<file path="config.mk">
export PLATFORM = sky130hd
export DESIGN_NAME = lsu_apb_master
export DESIGN_NICKNAME = d
export VERILOG_FILES = /design/src/rtl/lsu_apb_master.sv
export SDC_FILE = /design/constraint.sdc
export NUM_CORES = 1
export LEC_CHECK = 0
export ABC_AREA = 1
export ABC_CLOCK_PERIOD_IN_PS = 1800
export BUFFER_PORTS_ARGS = -buffer_cell sky130_fd_sc_hd__buf_4
export CAP_MARGIN = 20
export CORE_UTILIZATION = 47
export DETAILED_ROUTE_END_ITERATION = 12
export HOLD_SLACK_MARGIN = 0.06
export PLACE_DENSITY_LB_ADDON = 0.12
export SLEW_MARGIN = 0
export SYNTH_ARGS = -nofsm -noshare
export SYNTH_HDL_FRONTEND = slang
export SYNTH_SLANG_ARGS = --single-unit
</file>
<file path="constraint.sdc">
create_clock -name pclk -period 1.8 [get_ports pclk]
set_input_delay 0.18 -clock pclk [delete_from_list [all_inputs] [get_ports pclk]]
set_output_delay 0.18 -clock pclk [all_outputs]
set_load 0.01 [all_outputs]
</file>
<file path="src/rtl/lsu_apb_master.sv">
// Load/store unit front end that turns one byte/half/word request into a single APB transfer.
// Loads are extended to DATA_WIDTH here; the slave sees the raw, unshifted address and data.
module lsu_apb_master #(
  parameter int ADDR_WIDTH = 32,
  parameter int DATA_WIDTH = 32,
  parameter int TIMEOUT    = 16
) (
  input  logic                  pclk,
  input  logic                  presetn,
  input  logic                  req,
  input  logic                  req_we,
  input  logic [ADDR_WIDTH-1:0] req_addr,
  input  logic [DATA_WIDTH-1:0] req_wdata,
  input  logic [1:0]            req_size,
  input  logic                  req_unsigned,
  output logic                  busy,
  output logic                  done,
  output logic [DATA_WIDTH-1:0] rdata,
  output logic                  err,
  output logic [ADDR_WIDTH-1:0] paddr,
  output logic [DATA_WIDTH-1:0] pdata,
  output logic                  pwrite,
  output logic [3:0]            pstb,
  output logic                  psel,
  output logic                  penable,
  input  logic [DATA_WIDTH-1:0] prdata,
  input  logic                  pready,
  input  logic                  perr
);

  typedef enum logic [1:0] {S_IDLE, S_SETUP, S_ACCESS, S_RESP} state_e;

  localparam int CNT_W = $clog2(TIMEOUT + 1);

  state_e                state_q, state_d;
  logic [CNT_W-1:0]      cnt_q, cnt_d;
  logic [ADDR_WIDTH-1:0] paddr_q, paddr_d;
  logic [DATA_WIDTH-1:0] pdata_q, pdata_d;
  logic                  pwrite_q, pwrite_d;
  logic [3:0]            pstb_q, pstb_d;
  logic [1:0]            size_q, size_d;
  logic                  uns_q, uns_d;
  logic [DATA_WIDTH-1:0] rdata_q, rdata_d;
  logic                  err_q, err_d;

  logic [3:0]            req_strb;
  logic [DATA_WIDTH-1:0] load_ext;
  logic                  timeout;

  assign timeout = (cnt_q == CNT_W'(TIMEOUT - 1));

  always_comb begin
    case (req_size)
      2'b00:   req_strb = 4'b0001;
      2'b01:   req_strb = 4'b0011;
      default: req_strb = 4'b1111;
    endcase
  end

  // Extension uses the size/signedness captured at accept, not the live request inputs.
  always_comb begin
    case (size_q)
      2'b00:   load_ext = {{(DATA_WIDTH-8){prdata[7] & ~uns_q}}, prdata[7:0]};
      2'b01:   load_ext = {{(DATA_WIDTH-16){prdata[15] & ~uns_q}}, prdata[15:0]};
      default: load_ext = prdata;
    endcase
  end

  always_ff @(posedge pclk or negedge presetn) begin
    if (!presetn) begin
      state_q  <= S_IDLE;
      cnt_q    <= '0;
      paddr_q  <= '0;
      pdata_q  <= '0;
      pwrite_q <= 1'b0;
      pstb_q   <= 4'b0000;
      size_q   <= 2'b00;
      uns_q    <= 1'b0;
      rdata_q  <= '0;
      err_q    <= 1'b0;
    end else begin
      state_q  <= state_d;
      cnt_q    <= cnt_d;
      paddr_q  <= paddr_d;
      pdata_q  <= pdata_d;
      pwrite_q <= pwrite_d;
      pstb_q   <= pstb_d;
      size_q   <= size_d;
      uns_q    <= uns_d;
      rdata_q  <= rdata_d;
      err_q    <= err_d;
    end
  end

  always_comb begin
    state_d  = state_q;
    cnt_d    = cnt_q;
    paddr_d  = paddr_q;
    pdata_d  = pdata_q;
    pwrite_d = pwrite_q;
    pstb_d   = pstb_q;
    size_d   = size_q;
    uns_d    = uns_q;
    rdata_d  = rdata_q;
    err_d    = err_q;
    unique case (state_q)
      S_IDLE: begin
        if (req) begin
          if (req_size == 2'b11) begin
            err_d   = 1'b1;
            state_d = S_RESP;
          end else begin
            err_d    = 1'b0;
            paddr_d  = req_addr;
            pdata_d  = req_wdata;
            pwrite_d = req_we;
            pstb_d   = req_we ? req_strb : 4'b0000;
            size_d   = req_size;
            uns_d    = req_unsigned;
            state_d  = S_SETUP;
          end
        end
      end
      S_SETUP: begin
        cnt_d   = '0;
        state_d = S_ACCESS;
      end
      S_ACCESS: begin
        // A pready on the final allowed cycle still completes normally.
        if (pready) begin
          err_d   = perr;
          state_d = S_RESP;
          if (!pwrite_q) rdata_d = load_ext;
        end else if (timeout) begin
          err_d   = 1'b1;
          state_d = S_RESP;
        end else begin
          cnt_d = cnt_q + CNT_W'(1);
        end
      end
      S_RESP: state_d = S_IDLE;
      default: state_d = S_IDLE;
    endcase
  end

  always_comb begin
    psel    = (state_q == S_SETUP) || (state_q == S_ACCESS);
    penable = (state_q == S_ACCESS);
    busy    = (state_q == S_SETUP) || (state_q == S_ACCESS);
    done    = (state_q == S_RESP);
  end

  assign paddr  = paddr_q;
  assign pdata  = pdata_q;
  assign pwrite = pwrite_q;
  assign pstb   = pstb_q;
  assign rdata  = rdata_q;
  assign err    = err_q;

endmodule
</file>
==> impl_metrics.sql, run 1 <==
INSERT INTO impl_metrics (metric_group, metric, value, unit) VALUES
('route', 'drcViolationCount', '0', ''),
('route', 'num_vias', '4563', ''),
('final_layout', 'antenna-diode-count', '0', ''),
('cts', 'total_clock_sinks', '110', ''),
('critical_path', 'required', '2.04', 'ns'),
('power_and_ir_drop', 'power', '10.86', 'mW'),
('cts', 'cts_buffer_depth', '2', ''),
('timing', 'unrepaired_setup_endpoints_after_global_routing', 'no', ''),
('grt', 'number_of_global_route_vias_before_repair', '4700', ''),
('cts', 'num_cts_buffers', '9', ''),
('critical_path', 'crit_chain', 'ha_1 -> nand2_1 -> nor2_1 -> ha_1 -> nand2_1 -> nand2_1 -> nor2_4 -> inv_1 -> nand2_1 -> o21ai_1', ''),
('power_and_ir_drop', 'power.density_cell_area', '1512', 'nW/µm²'),
('route', 'ant_nets', '0', ''),
('timing', 'final_setup_fails', '0', ''),
('power_and_ir_drop', 'power.static_leakage', '3.834', 'nW'),
('grt', 'grt_start_max_net_pins', '111', ''),
('final_layout', 'synthToLayoutAreaGrowth', '56.97', '%'),
('power_and_ir_drop', 'ir_worst_vdd', '0.0008644', 'V'),
('critical_path', 'startpoint_types', 'register', ''),
('route', 'drt_first_iter_violations', '157', ''),
('cts', 'tritoncts', 'yes', ''),
('yosys', 'synth_seq_area_share', '60.14', '%'),
('grt', 'overflow', '0', ''),
('timing', 'slew_headroom', '61.11', '%'),
('run', 'drv_cap', '0', ''),
('route', 'route.final.wire_length', '13790', 'µm'),
('die', 'floorplan.initialDensity', '49.07', '%'),
('yosys', 'yosysTopAreaCell', 'sky130_fd_sc_hd__dfrtp_1', ''),
('timing', 'period_share', '91.09', '%'),
('die', 'design.core.area', '9328', 'µm²'),
('grt', 'grt_first_pass_wirelength', '22180', 'µm'),
('timing', 'report.final.hold_viol_count', '0', ''),
('die', 'num_ports', '211', ''),
('final_layout', 'fin_cells', '955', ''),
('timing', 'finClkSkew', '0.01573', 'ns'),
('yosys', 'synth-xor-area-share', '0', '%'),
('yosys', 'synth_top_family_by_area', 'simple AND/OR/NAND/NOR gates', ''),
('die', 'die_x', '100.7', 'µm'),
('yosys', 'synth_top_area_share', '60.14', '%'),
('yosys', 'synth.net_count', '657', ''),
('final_layout', 'post_route_cells_drive_above_1_share', '29.18', '%'),
('timing', 'max_freq', '609.9', 'MHz'),
('critical_path', 'critical_path.max_stage_delay', '0.43', 'ns'),
('outcome', 'status', 'complete, no violations', ''),
('yosys', 'yosys.area_share.adder', '1.640', '%'),
('yosys', 'synth_simple_gate_area_share', '30.02', '%'),
('grt', 'grt_antenna_before_repair', '0', ''),
('placement', 'place.detailed.hpwl', '8293', 'µm'),
('timing', 'finalWorstPathRequiredPeriod', '1.640', 'ns'),
('critical_path', 'path_type_of_the_worst_setup_path', 'reg2reg', ''),
('placement', 'placedCellCount', '865', ''),
('cts', 'insertion_delay', '0.35', 'ns'),
('critical_path', 'crit_fanout', '5', ''),
('critical_path', 'capturing_element_type_of_the_critical_path', 'register', ''),
('die', 'die_area', '10140', 'µm²'),
('placement', 'numPortBuffers', '210', ''),
('yosys', 'synth.area.top_cells', 'sky130_fd_sc_hd__dfrtp_1 (60%), sky130_fd_sc_hd__nand2_1 (23%), sky130_fd_sc_hd__nor2_1 (5.3%)', ''),
('critical_path', 'crit_slowest_cell', 'sky130_fd_sc_hd__dfrtp_1', ''),
('yosys', 'syn-mean-instance-area', '8.383', 'µm²'),
('critical_path', 'timing.critical_path.mode_cell', 'sky130_fd_sc_hd__nand2_1', ''),
('route', 'drt-vias-per-instance', '4.778', ''),
('grt', 'global_route.usage.total', '28.15', '%'),
('cts', 'clock-root-buffer', 'sky130_fd_sc_hd__clkbuf_8', ''),
('yosys', 'post_synth_num_cell_types', '22', ''),
('timing', 'setup_total_negative_slack', '0', 'ns'),
('min_path', 'min_path_type', 'in2reg', ''),
('timing', 'drv_slew', '0', ''),
('cts', 'path_clk_slew', '0.10', 'ns'),
('timing', 'tightest_slew', '0.5833', 'ns'),
('route', 'drt_pass1_iterations', '4', ''),
('yosys', 'synth_compound_area_share', '3.691', '%'),
('placement', 'placer_s_final_routability_congestion_estimate', '0.8102', ''),
('yosys', 'ys_seq_elements', '110', ''),
('yosys', 'ys.warnings.count', '0', ''),
('critical_path', 'arrival_time_at_the_worst_endpoint', '1.88', 'ns'),
('yosys', 'synthMuxAreaShare', '0', '%'),
('yosys', 'synthesis.instances', '546', ''),
('die', 'die_y', '100.7', 'µm'),
('die', 'placement_rows', '35', ''),
('route', 'wl_per_cell', '14.44', 'µm'),
('cts', 'cts_max_level', '3', ''),
('yosys', 'netlist_area', '4577', 'µm²'),
('final_layout', 'layout.filler_cells', '645', ''),
('final_layout', 'layout.nets', '932', '');
path summary, 6_finish.rpt:
| kind | slack (ns) | end | from | cells past startpoint |
|---|---|---|---|---|
| worst max-delay path | 0.16 | cnt_q[2]$_DFFE_PN0P_ | cnt_q[0]$_DFFE_PN0P_ | 10 |
| worst min-delay path | 0.07 | rdata[3]$_DFFE_PN0P_ | prdata[3] | 3 |
| worst max register to register | 0.16 | cnt_q[2]$_DFFE_PN0P_ | cnt_q[0]$_DFFE_PN0P_ | 10 |
| worst min register to register | 0.49 | paddr[20]$_DFFE_PN0P_ | paddr[20]$_DFFE_PN0P_ | 2 |
| max in group asynchronous | 0.92 | pdata[5]$_DFFE_PN0P_ | presetn | 3 |
| min in group asynchronous | 0.44 | cnt_q[1]$_DFFE_PN0P_ | presetn | 3 |
area by class of cell:
cell class	count	area, µm²	share of cell area (%)
clock buffers	11	131.4	1.829
clock inverters	5	33.78	0.4702
inverters	14	52.55	0.7315
multi-input cells	393	1630	22.69
flip-flops and latches	110	2753	38.31
well taps	129	161.4	2.247
repair buffers	293	2422	33.72
Yosys cell counts:
cell type	instances
sky130_fd_sc_hd__nand2_1	281
sky130_fd_sc_hd__dfrtp_1	110
sky130_fd_sc_hd__nor2_1	65
sky130_fd_sc_hd__o21ai_0	18
sky130_fd_sc_hd__inv_1	13
sky130_fd_sc_hd__buf_2	11
sky130_fd_sc_hd__clkbuf_1	9
sky130_fd_sc_hd__a31oi_1	8
sky130_fd_sc_hd__buf_4	8
sky130_fd_sc_hd__ha_1	6
sky130_fd_sc_hd__nand3_1	4
sky130_fd_sc_hd__nand4_1	2
sky130_fd_sc_hd__or2_2	2
sky130_fd_sc_hd__a21oi_4	1
sky130_fd_sc_hd__clkbuf_2	1
sky130_fd_sc_hd__inv_2	1
sky130_fd_sc_hd__nand2_2	1
sky130_fd_sc_hd__nand3_2	1
sky130_fd_sc_hd__nand3b_1	1
sky130_fd_sc_hd__nor2_2	1
sky130_fd_sc_hd__o21a_1	1
sky130_fd_sc_hd__o21ai_1	1
stage by stage:
step | util, % | hold WS [ns] | area [µm²] | setup WS (ns)
2_1_floorplan | - | -0.1156 | 4577 | 0.2348
3_3_place_gp | 67.26 | 0.3049 | 6274 | 0.2828
3_5_place_dp | 67.26 | 0.3080 | 6274 | 0.1392
4_1_cts | 76.97 | 0.06224 | 7179 | 0.1231
5_1_grt | 77.02 | 0.07188 | 7184 | 0.0004772
6_report | 77.02 | 0.06731 | 7184 | 0.1604
logic make-up (layout without fill, tap and decap cells):
kind of cell    Yosys count  after routing
simple gates            358            358
flops                   110            110
buf+inv                  43            323
compound gates           29             29
fa+ha+maj                 6              6
cells in the final DEF, fill, tap and decap left out, drive strengths merged:
master / count
nand3: 5
dfrtp: 110
inv: 15
nand4: 2
a31oi: 8
nand3b: 1
nor2: 66
o21a: 1
ha: 6
clkinv: 2
dlygate4sd3: 74
clkbuf: 11
clkinvlp: 2
buf: 219
or2: 2
o21ai: 19
nand2: 282
a21oi: 1
report_power, final:
group          switching [mW]  total, mW  internal (mW)
Sequential              0.724       4.33           3.61
Combinational            2.76       5.21           2.45
Clock                   0.814       1.32          0.507
Total                    4.30       10.9           6.56
flip-flops by register name (all words and copies together), names as in the netlist:
name and count:
state_q 2, pstb 3, pdata 32, err 1
rdata 32, uns_q 1, size_q 2, paddr 32
cnt_q 5
worst max-delay path, delay by kind of cell (launching register included):
family,cells,cell delay (ns)
AOI/OAI and AO/OA,1,0.05
adders and majority gates,2,0.42
buffers and inverters,1,0.09
DFF,1,0.43
and+or+nand+nor,6,0.53
timing repair:
item	CTS	global route
endpoints found under the hold margin	184	0
buffers inserted	0	0
setup endpoints to repair	0	3
gates resized for setup	0	1
hold buffers	74	0
routing by layer:
layer | global-route usage, % | wire (µm) | up-vias
met4 | 10.59 | 327 | 0
met3 | 6.172 | 935 | 26
met2 | 50.63 | 7371 | 180
met1 | 32.89 | 5160 | 2150
met5 | 0 | 0 | -
li1 | - | - | 2207
No activity file was read; power rests on OpenSTA's default activity.
==> inputs of run 2 (changes only) <==
--- a/config.mk
+++ b/config.mk
@@ -9,10 +9,9 @@
 export ABC_CLOCK_PERIOD_IN_PS = 1800
 export BUFFER_PORTS_ARGS = -buffer_cell sky130_fd_sc_hd__buf_4
 export CAP_MARGIN = 20
-export CORE_UTILIZATION = 47
+export CORE_UTILIZATION = 33
 export DETAILED_ROUTE_END_ITERATION = 12
 export HOLD_SLACK_MARGIN = 0.06
-export PLACE_DENSITY_LB_ADDON = 0.12
 export SLEW_MARGIN = 0
 export SYNTH_ARGS = -nofsm -noshare
 export SYNTH_HDL_FRONTEND = slang
==> impl_metrics.sql, run 2 (synthesis gave the netlist of run 1 again) <==
INSERT INTO impl_metrics (metric_group, metric, value, unit) VALUES
('critical_path', 'arrival_time_at_the_worst_endpoint', '1.81', 'ns'),
('grt', 'grt_antenna_before_repair', '0', ''),
('grt', 'grt_first_pass_wirelength', '21220', 'µm'),
('timing', 'finClkSkew', '0.007545', 'ns'),
('cts', 'cts_buffer_depth', '2', ''),
('critical_path', 'startpoint_types', 'register', ''),
('die', 'num_ports', '211', ''),
('final_layout', 'layout_common_cells', 'sky130_fd_sc_hd__nand2_1 (281), sky130_fd_sc_hd__buf_4 (215), sky130_fd_sc_hd__dfrtp_1 (110)', ''),
('die', 'placement_rows', '42', ''),
('grt', 'overflow', '0', ''),
('route', 'num_vias', '4404', ''),
('final_layout', 'layout.filler_cells', '1191', ''),
('cts', 'total_clock_sinks', '110', ''),
('min_path', 'min_path_type', 'in2reg', ''),
('die', 'die_x', '119.8', 'µm'),
('power_and_ir_drop', 'power.density_cell_area', '1546', 'nW/µm²'),
('timing', 'final_setup_fails', '0', ''),
('grt', 'global_route.usage.total', '18.71', '%'),
('critical_path', 'capturing_element_type_of_the_critical_path', 'register', ''),
('critical_path', 'crit_fanout', '67', ''),
('route', 'drcViolationCount', '0', ''),
('power_and_ir_drop', 'power.static_leakage', '3.907', 'nW'),
('route', 'drt_first_iter_violations', '203', ''),
('grt', 'use_met2', '30.96', '%'),
('die', 'floorplan.initialDensity', '34.15', '%'),
('grt', 'use_met3', '4.610', '%'),
('placement', 'placer_s_final_routability_congestion_estimate', '0.7837', ''),
('timing', 'slew_headroom', '59.85', '%'),
('critical_path', 'required', '2.03', 'ns'),
('grt', 'grt_start_max_net_pins', '111', ''),
('timing', 'unrepaired_setup_endpoints_after_global_routing', 'no', ''),
('cts', 'insertion_delay', '0.35', 'ns'),
('placement', 'numPortBuffers', '210', ''),
('timing', 'drv_slew', '0', ''),
('placement', 'setup_slack_placement', '0.1561', 'ns'),
('grt', 'grt_use_met1', '23.23', '%'),
('route', 'route.final.wire_length', '12910', 'µm'),
('timing', 'period_share', '87.78', '%'),
('critical_path', 'path_type_of_the_worst_setup_path', 'reg2reg', ''),
('die', 'die_y', '119.8', 'µm'),
('cts', 'path_clk_slew', '0.07', 'ns'),
('final_layout', 'final_util', '55.09', '%'),
('timing', 'max_freq', '632.9', 'MHz'),
('power_and_ir_drop', 'ir_worst_vdd', '0.0008158', 'V'),
('timing', 'finalWorstPathRequiredPeriod', '1.580', 'ns'),
('cts', 'cts_max_level', '3', ''),
('cts', 'clock-root-buffer', 'sky130_fd_sc_hd__clkbuf_16', ''),
('final_layout', 'layout_commonest_cell', 'sky130_fd_sc_hd__nand2_1', ''),
('outcome', 'status', 'complete, no violations', ''),
('final_layout', 'synthToLayoutAreaGrowth', '61.29', '%'),
('final_layout', 'layout.nets', '932', ''),
('cts', 'num_cts_buffers', '9', ''),
('route', 'ant_nets', '0', ''),
('route', 'wl_per_cell', '12.89', 'µm'),
('grt', 'number_of_global_route_vias_before_repair', '4350', ''),
('final_layout', 'post_route_cells_drive_above_1_share', '29.21', '%'),
('timing', 'setup_total_negative_slack', '0', 'ns'),
('route', 'drt-vias-per-instance', '4.400', ''),
('placement', 'place.detailed.hpwl', '8490', 'µm'),
('final_layout', 'antenna-diode-count', '0', ''),
('run', 'drv_cap', '0', ''),
('grt', 'grt_most_used_layer', 'met2', ''),
('cts', 'cts_setup_buffers', '0', ''),
('timing', 'report.final.hold_viol_count', '0', ''),
('die', 'die_area', '14340', 'µm²'),
('timing', 'tightest_slew', '0.6023', 'ns'),
('timing', 'layout_setup_ws', '0.2200', 'ns'),
('route', 'drt_pass1_iterations', '4', ''),
('cts', 'tritoncts', 'yes', ''),
('die', 'design.core.area', '13400', 'µm²');
run 2: cell count changes in the layout (fill, tap and decap cells not counted), sizes merged:
| cell | previous run | this run |
|---|---|---|
| clkinvlp | 2 | 0 |
| inv | 15 | 14 |
| bufinv | 0 | 1 |
| clkbuf | 11 | 12 |
run 2: path summary, 6_finish.rpt:
kind / from / endpoint / slack, ns / cells past startpoint
max: state_q[0]$_DFFE_PN0P_ / pdata[13]$_DFFE_PN0P_ / 0.22 / 8
min: req_addr[1] / paddr[1]$_DFFE_PN0P_ / 0.09 / 3
max reg2reg: state_q[0]$_DFFE_PN0P_ / pdata[13]$_DFFE_PN0P_ / 0.22 / 8
min reg2reg: paddr[25]$_DFFE_PN0P_ / paddr[25]$_DFFE_PN0P_ / 0.47 / 2
max in group asynchronous: presetn / paddr[17]$_DFFE_PN0P_ / 0.89 / 3
min in group asynchronous: presetn / cnt_q[3]$_DFFE_PN0P_ / 0.44 / 3
run 2: where the power goes:
| group | internal [mW] | switching (mW) | leakage (nW) |
|---|---|---|---|
| sequential | 3.61 | 0.714 | 1.35 |
| clock | 1.15 | 0.867 | 0.149 |
| combinational | 2.45 | 2.61 | 2.40 |
| total | 7.22 | 4.20 | 3.91 |
run 2: metal layers:
metal / vias up / part of all wire [%]
met4: 0 / 2.1
met5: - / 0
met2: 152 / 48
met3: 19 / 6.9
met1: 2022 / 43
li1: 2211 / -
run 2: what timing repair did:
action	CTS	global route
gates resized for setup	0	2
hold buffers	74	0
hold endpoints to repair	183	0
setup endpoints to repair	0	2
run 2: metrics by stage:
step / area (µm²) / total power, mW / hold slack [ns] / instances
finish: 7382 / 11.41 / 0.08628 / 1001
global route: 7382 / 12.29 / 0.07961 / 1001
CTS: 7373 / 11.52 / 0.06748 / 1001
detailed placement: 6332 / 9.333 / 0.3188 / 912
global placement: 6332 / 9.183 / 0.3112 / 912
floorplan: 4577 / 6.769 / -0.1156 / 546
run 2: cell type report:
| class | count | area, µm² | area share (%) |
|---|---|---|---|
| Timing Repair Buffer | 293 | 2426 | 32.86 |
| Clock buffer | 12 | 256.5 | 3.475 |
| Inverter | 14 | 52.55 | 0.7119 |
| Multi-Input combinational cell | 393 | 1630 | 22.08 |
| Sequential cell | 110 | 2753 | 37.29 |
| Tap cell | 176 | 220.2 | 2.983 |
| Clock inverter | 3 | 43.79 | 0.5932 |
run 2: critical path, stage by stage, from the launching register on:
cell and delay, ns:
sky130_fd_sc_hd__dfrtp_1 0.40, sky130_fd_sc_hd__inv_1 0.11, sky130_fd_sc_hd__ha_1 0.20, sky130_fd_sc_hd__nand2_1 0.10, sky130_fd_sc_hd__a21oi_4 0.19, sky130_fd_sc_hd__inv_2 0.07, sky130_fd_sc_hd__buf_12 0.19, sky130_fd_sc_hd__nand2_1 0.11
sky130_fd_sc_hd__nand2_1 0.06
==> inputs of run 3 (changes only) <==
--- a/config.mk
+++ b/config.mk
@@ -11,7 +11,7 @@
 export CAP_MARGIN = 20
 export CORE_UTILIZATION = 33
 export DETAILED_ROUTE_END_ITERATION = 12
-export HOLD_SLACK_MARGIN = 0.06
+export SETUP_SLACK_MARGIN = 0.4
 export SLEW_MARGIN = 0
 export SYNTH_ARGS = -nofsm -noshare
 export SYNTH_HDL_FRONTEND = slang
==> impl_metrics.sql, run 3 (synthesis gave the netlist of run 1 again) <==
INSERT INTO impl_metrics (metric_group, metric, value, unit) VALUES
('outcome', 'status', 'complete, no violations', ''),
('placement', 'place.detailed.hpwl', '8594', 'µm'),
('cts', 'total_clock_sinks', '110', ''),
('grt', 'grt_first_pass_wirelength', '23320', 'µm'),
('timing', 'setup_total_negative_slack', '0', 'ns'),
('die', 'die_x', '119.8', 'µm'),
('route', 'drt_first_iter_violations', '119', ''),
('timing', 'max_freq', '635.0', 'MHz'),
('critical_path', 'capturing_element_type_of_the_critical_path', 'register', ''),
('power_and_ir_drop', 'ir_worst_vdd', '0.0009319', 'V'),
('grt', 'global_route.usage.total', '21.07', '%'),
('die', 'floorplan.initialDensity', '34.15', '%'),
('final_layout', 'fin_area', '7815', 'µm²'),
('route', 'drt-vias-per-instance', '4.656', ''),
('power_and_ir_drop', 'clock_power_share', '16.4', '%'),
('placement', 'placer_s_final_routability_congestion_estimate', '0.7430', ''),
('critical_path', 'startpoint_types', 'register', ''),
('power_and_ir_drop', 'power.static_leakage', '4.094', 'nW'),
('route', 'ant_nets', '0', ''),
('power_and_ir_drop', 'power_frac_comb', '50.7', '%'),
('placement', 'numPortBuffers', '210', ''),
('die', 'placement_rows', '42', ''),
('run', 'drv_cap', '0', ''),
('cts', 'cts_buffer_depth', '2', ''),
('critical_path', 'r2r_setup_slack', '0.23', 'ns'),
('timing', 'tightest_slew', '0.6159', 'ns'),
('grt', 'grt_start_max_net_pins', '111', ''),
('power_and_ir_drop', 'power.share.sequential', '32.9', '%'),
('critical_path', 'arrival_time_at_the_worst_endpoint', '1.83', 'ns'),
('final_layout', 'post_route_cells_drive_above_1_share', '47.98', '%'),
('power_and_ir_drop', 'net-switching-power', '4.913', 'mW'),
('cts', 'num_cts_buffers', '9', ''),
('critical_path', 'required', '2.06', 'ns'),
('route', 'wl_per_cell', '16.10', 'µm'),
('timing', 'slew_headroom', '58.94', '%'),
('final_layout', 'layout_common_cells', 'sky130_fd_sc_hd__buf_4 (216), sky130_fd_sc_hd__nand2_1 (206), sky130_fd_sc_hd__dfrtp_1 (108)', ''),
('power_and_ir_drop', 'power.density_cell_area', '1700', 'nW/µm²'),
('timing', 'finClkSkew', '0.005811', 'ns'),
('grt', 'grt_antenna_before_repair', '0', ''),
('final_layout', 'layout.nets', '901', ''),
('cts', 'tritoncts', 'yes', ''),
('final_layout', 'synthToLayoutAreaGrowth', '70.75', '%'),
('die', 'die_area', '14340', 'µm²'),
('timing', 'finalWorstPathRequiredPeriod', '1.575', 'ns'),
('power_and_ir_drop', 'p_int', '8.376', 'mW'),
('timing', 'drv_slew', '0', ''),
('die', 'num_ports', '211', ''),
('final_layout', 'antenna-diode-count', '0', ''),
('critical_path', 'crit_fanout', '7', ''),
('die', 'die_y', '119.8', 'µm'),
('timing', 'unrepaired_setup_endpoints_after_global_routing', 'yes', ''),
('cts', 'clock-root-buffer', 'sky130_fd_sc_hd__clkbuf_16', ''),
('cts', 'path_clk_slew', '0.07', 'ns'),
('grt', 'overflow', '0', ''),
('cts', 'insertion_delay', '0.35', 'ns'),
('power_and_ir_drop', 'power_switching_share', '36.97', '%'),
('route', 'drt_pass1_iterations', '4', ''),
('cts', 'cts_max_level', '3', ''),
('grt', 'number_of_global_route_vias_before_repair', '4580', ''),
('timing', 'report.final.hold_viol_count', '0', ''),
('timing', 'period_share', '87.49', '%'),
('timing', 'final_setup_fails', '0', ''),
('route', 'num_vias', '4516', ''),
('placement', 'detailed_place.area', '6382', 'µm²'),
('die', 'design.core.area', '13400', 'µm²'),
('route', 'drcViolationCount', '0', ''),
('min_path', 'min_path_type', 'in2reg', ''),
('final_layout', 'layout_commonest_cell', 'sky130_fd_sc_hd__buf_4', ''),
('route', 'route.final.wire_length', '15620', 'µm'),
('critical_path', 'path_type_of_the_worst_setup_path', 'reg2reg', '');
-- run 3: cell types whose count changed in the layout (fill, tap and decap cells not counted), sizes merged --
cell	previous run	this run
clkbuf	12	18
buf	219	255
clkinvlp	0	1
dlygate4sd3	74	1
bufinv	1	2
clkinv	2	0
-- run 3: layout make-up --
| type | count | area, µm² |
|---|---|---|
| clock inverter | 3 | 67.56 |
| fill | 1179 | 5585 |
| sequential | 110 | 2755 |
| multi-input combinational | 393 | 1961 |
| timing repair buffer | 262 | 2490 |
| clock buffer | 12 | 256.5 |
| inverter | 14 | 65.06 |
| tap | 176 | 220.2 |
-- run 3: per-layer routing --
layer	track usage (%)	vias up	wire length, µm
met3	5.846	22	1169
met1	25.70	2148	6422
met4	7.656	0	272
met2	35.48	194	7752
li1	-	2152	-
met5	0	-	0
-- run 3: final timing paths --
kind	cells after the start	to	startpoint
max in group asynchronous	3	pdata[21]$_DFFE_PN0P_	presetn
hold reg to reg	2	pdata[19]$_DFFE_PN0P_	pdata[19]$_DFFE_PN0P_
min in group asynchronous	3	rdata[3]$_DFFE_PN0P_	presetn
setup / recovery	9	rdata[14]$_DFFE_PN0P_	state_q[0]$_DFFE_PN0P_
hold / removal	3	paddr[23]$_DFFE_PN0P_	req_addr[23]
setup reg to reg	9	rdata[14]$_DFFE_PN0P_	state_q[0]$_DFFE_PN0P_
-- run 3: repair_timing --
| action | in CTS | in global routing |
|---|---|---|
| buffers inserted | 19 | 3 |
| gates cloned | 12 | 9 |
| endpoints found under the setup margin | 99 | 116 |
| gates resized for setup | 89 | 58 |
| hold buffers | 1 | 0 |
| hold endpoints to repair | 110 | 0 |
| pin swaps | 63 | 11 |
-- run 3: worst max-delay path: stages, from the launching register on --
cell	delay, ns
sky130_fd_sc_hd__dfrtp_1	0.39
sky130_fd_sc_hd__inv_2	0.10
sky130_fd_sc_hd__buf_12	0.10
sky130_fd_sc_hd__ha_4	0.15
sky130_fd_sc_hd__nand2_4	0.06
sky130_fd_sc_hd__nor2_4	0.18
sky130_fd_sc_hd__buf_12	0.15
sky130_fd_sc_hd__buf_16	0.13
sky130_fd_sc_hd__nor2_2	0.04
sky130_fd_sc_hd__a31oi_1	0.17
-- run 3: per-stage QoR --
step	utilization, %	hold slack [ns]	cells	total power [mW]	setup slack (ns)
5_1_grt	58.32	0.01961	970	14.14	0.1773
2_1_floorplan	-	-0.1156	546	6.904	0.3343
3_5_place_dp	47.63	0.3147	911	9.437	0.2142
6_report	58.32	0.01401	970	13.29	0.2252
3_3_place_gp	47.63	0.3099	911	9.295	0.2818
4_1_cts	55.51	0.003910	958	12.80	0.2838
-- run 3: power by group through the flow --
stage / registers (mW) / clock network [mW] / logic, mW
after floorplan: 4.73 / 0 / 2.17
after global placement: 4.32 / 0 / 4.97
after detailed placement: 4.35 / 0 / 5.08
after CTS: 4.33 / 2.22 / 6.25
after global routing: 4.52 / 2.32 / 7.30
final: 4.38 / 2.17 / 6.74
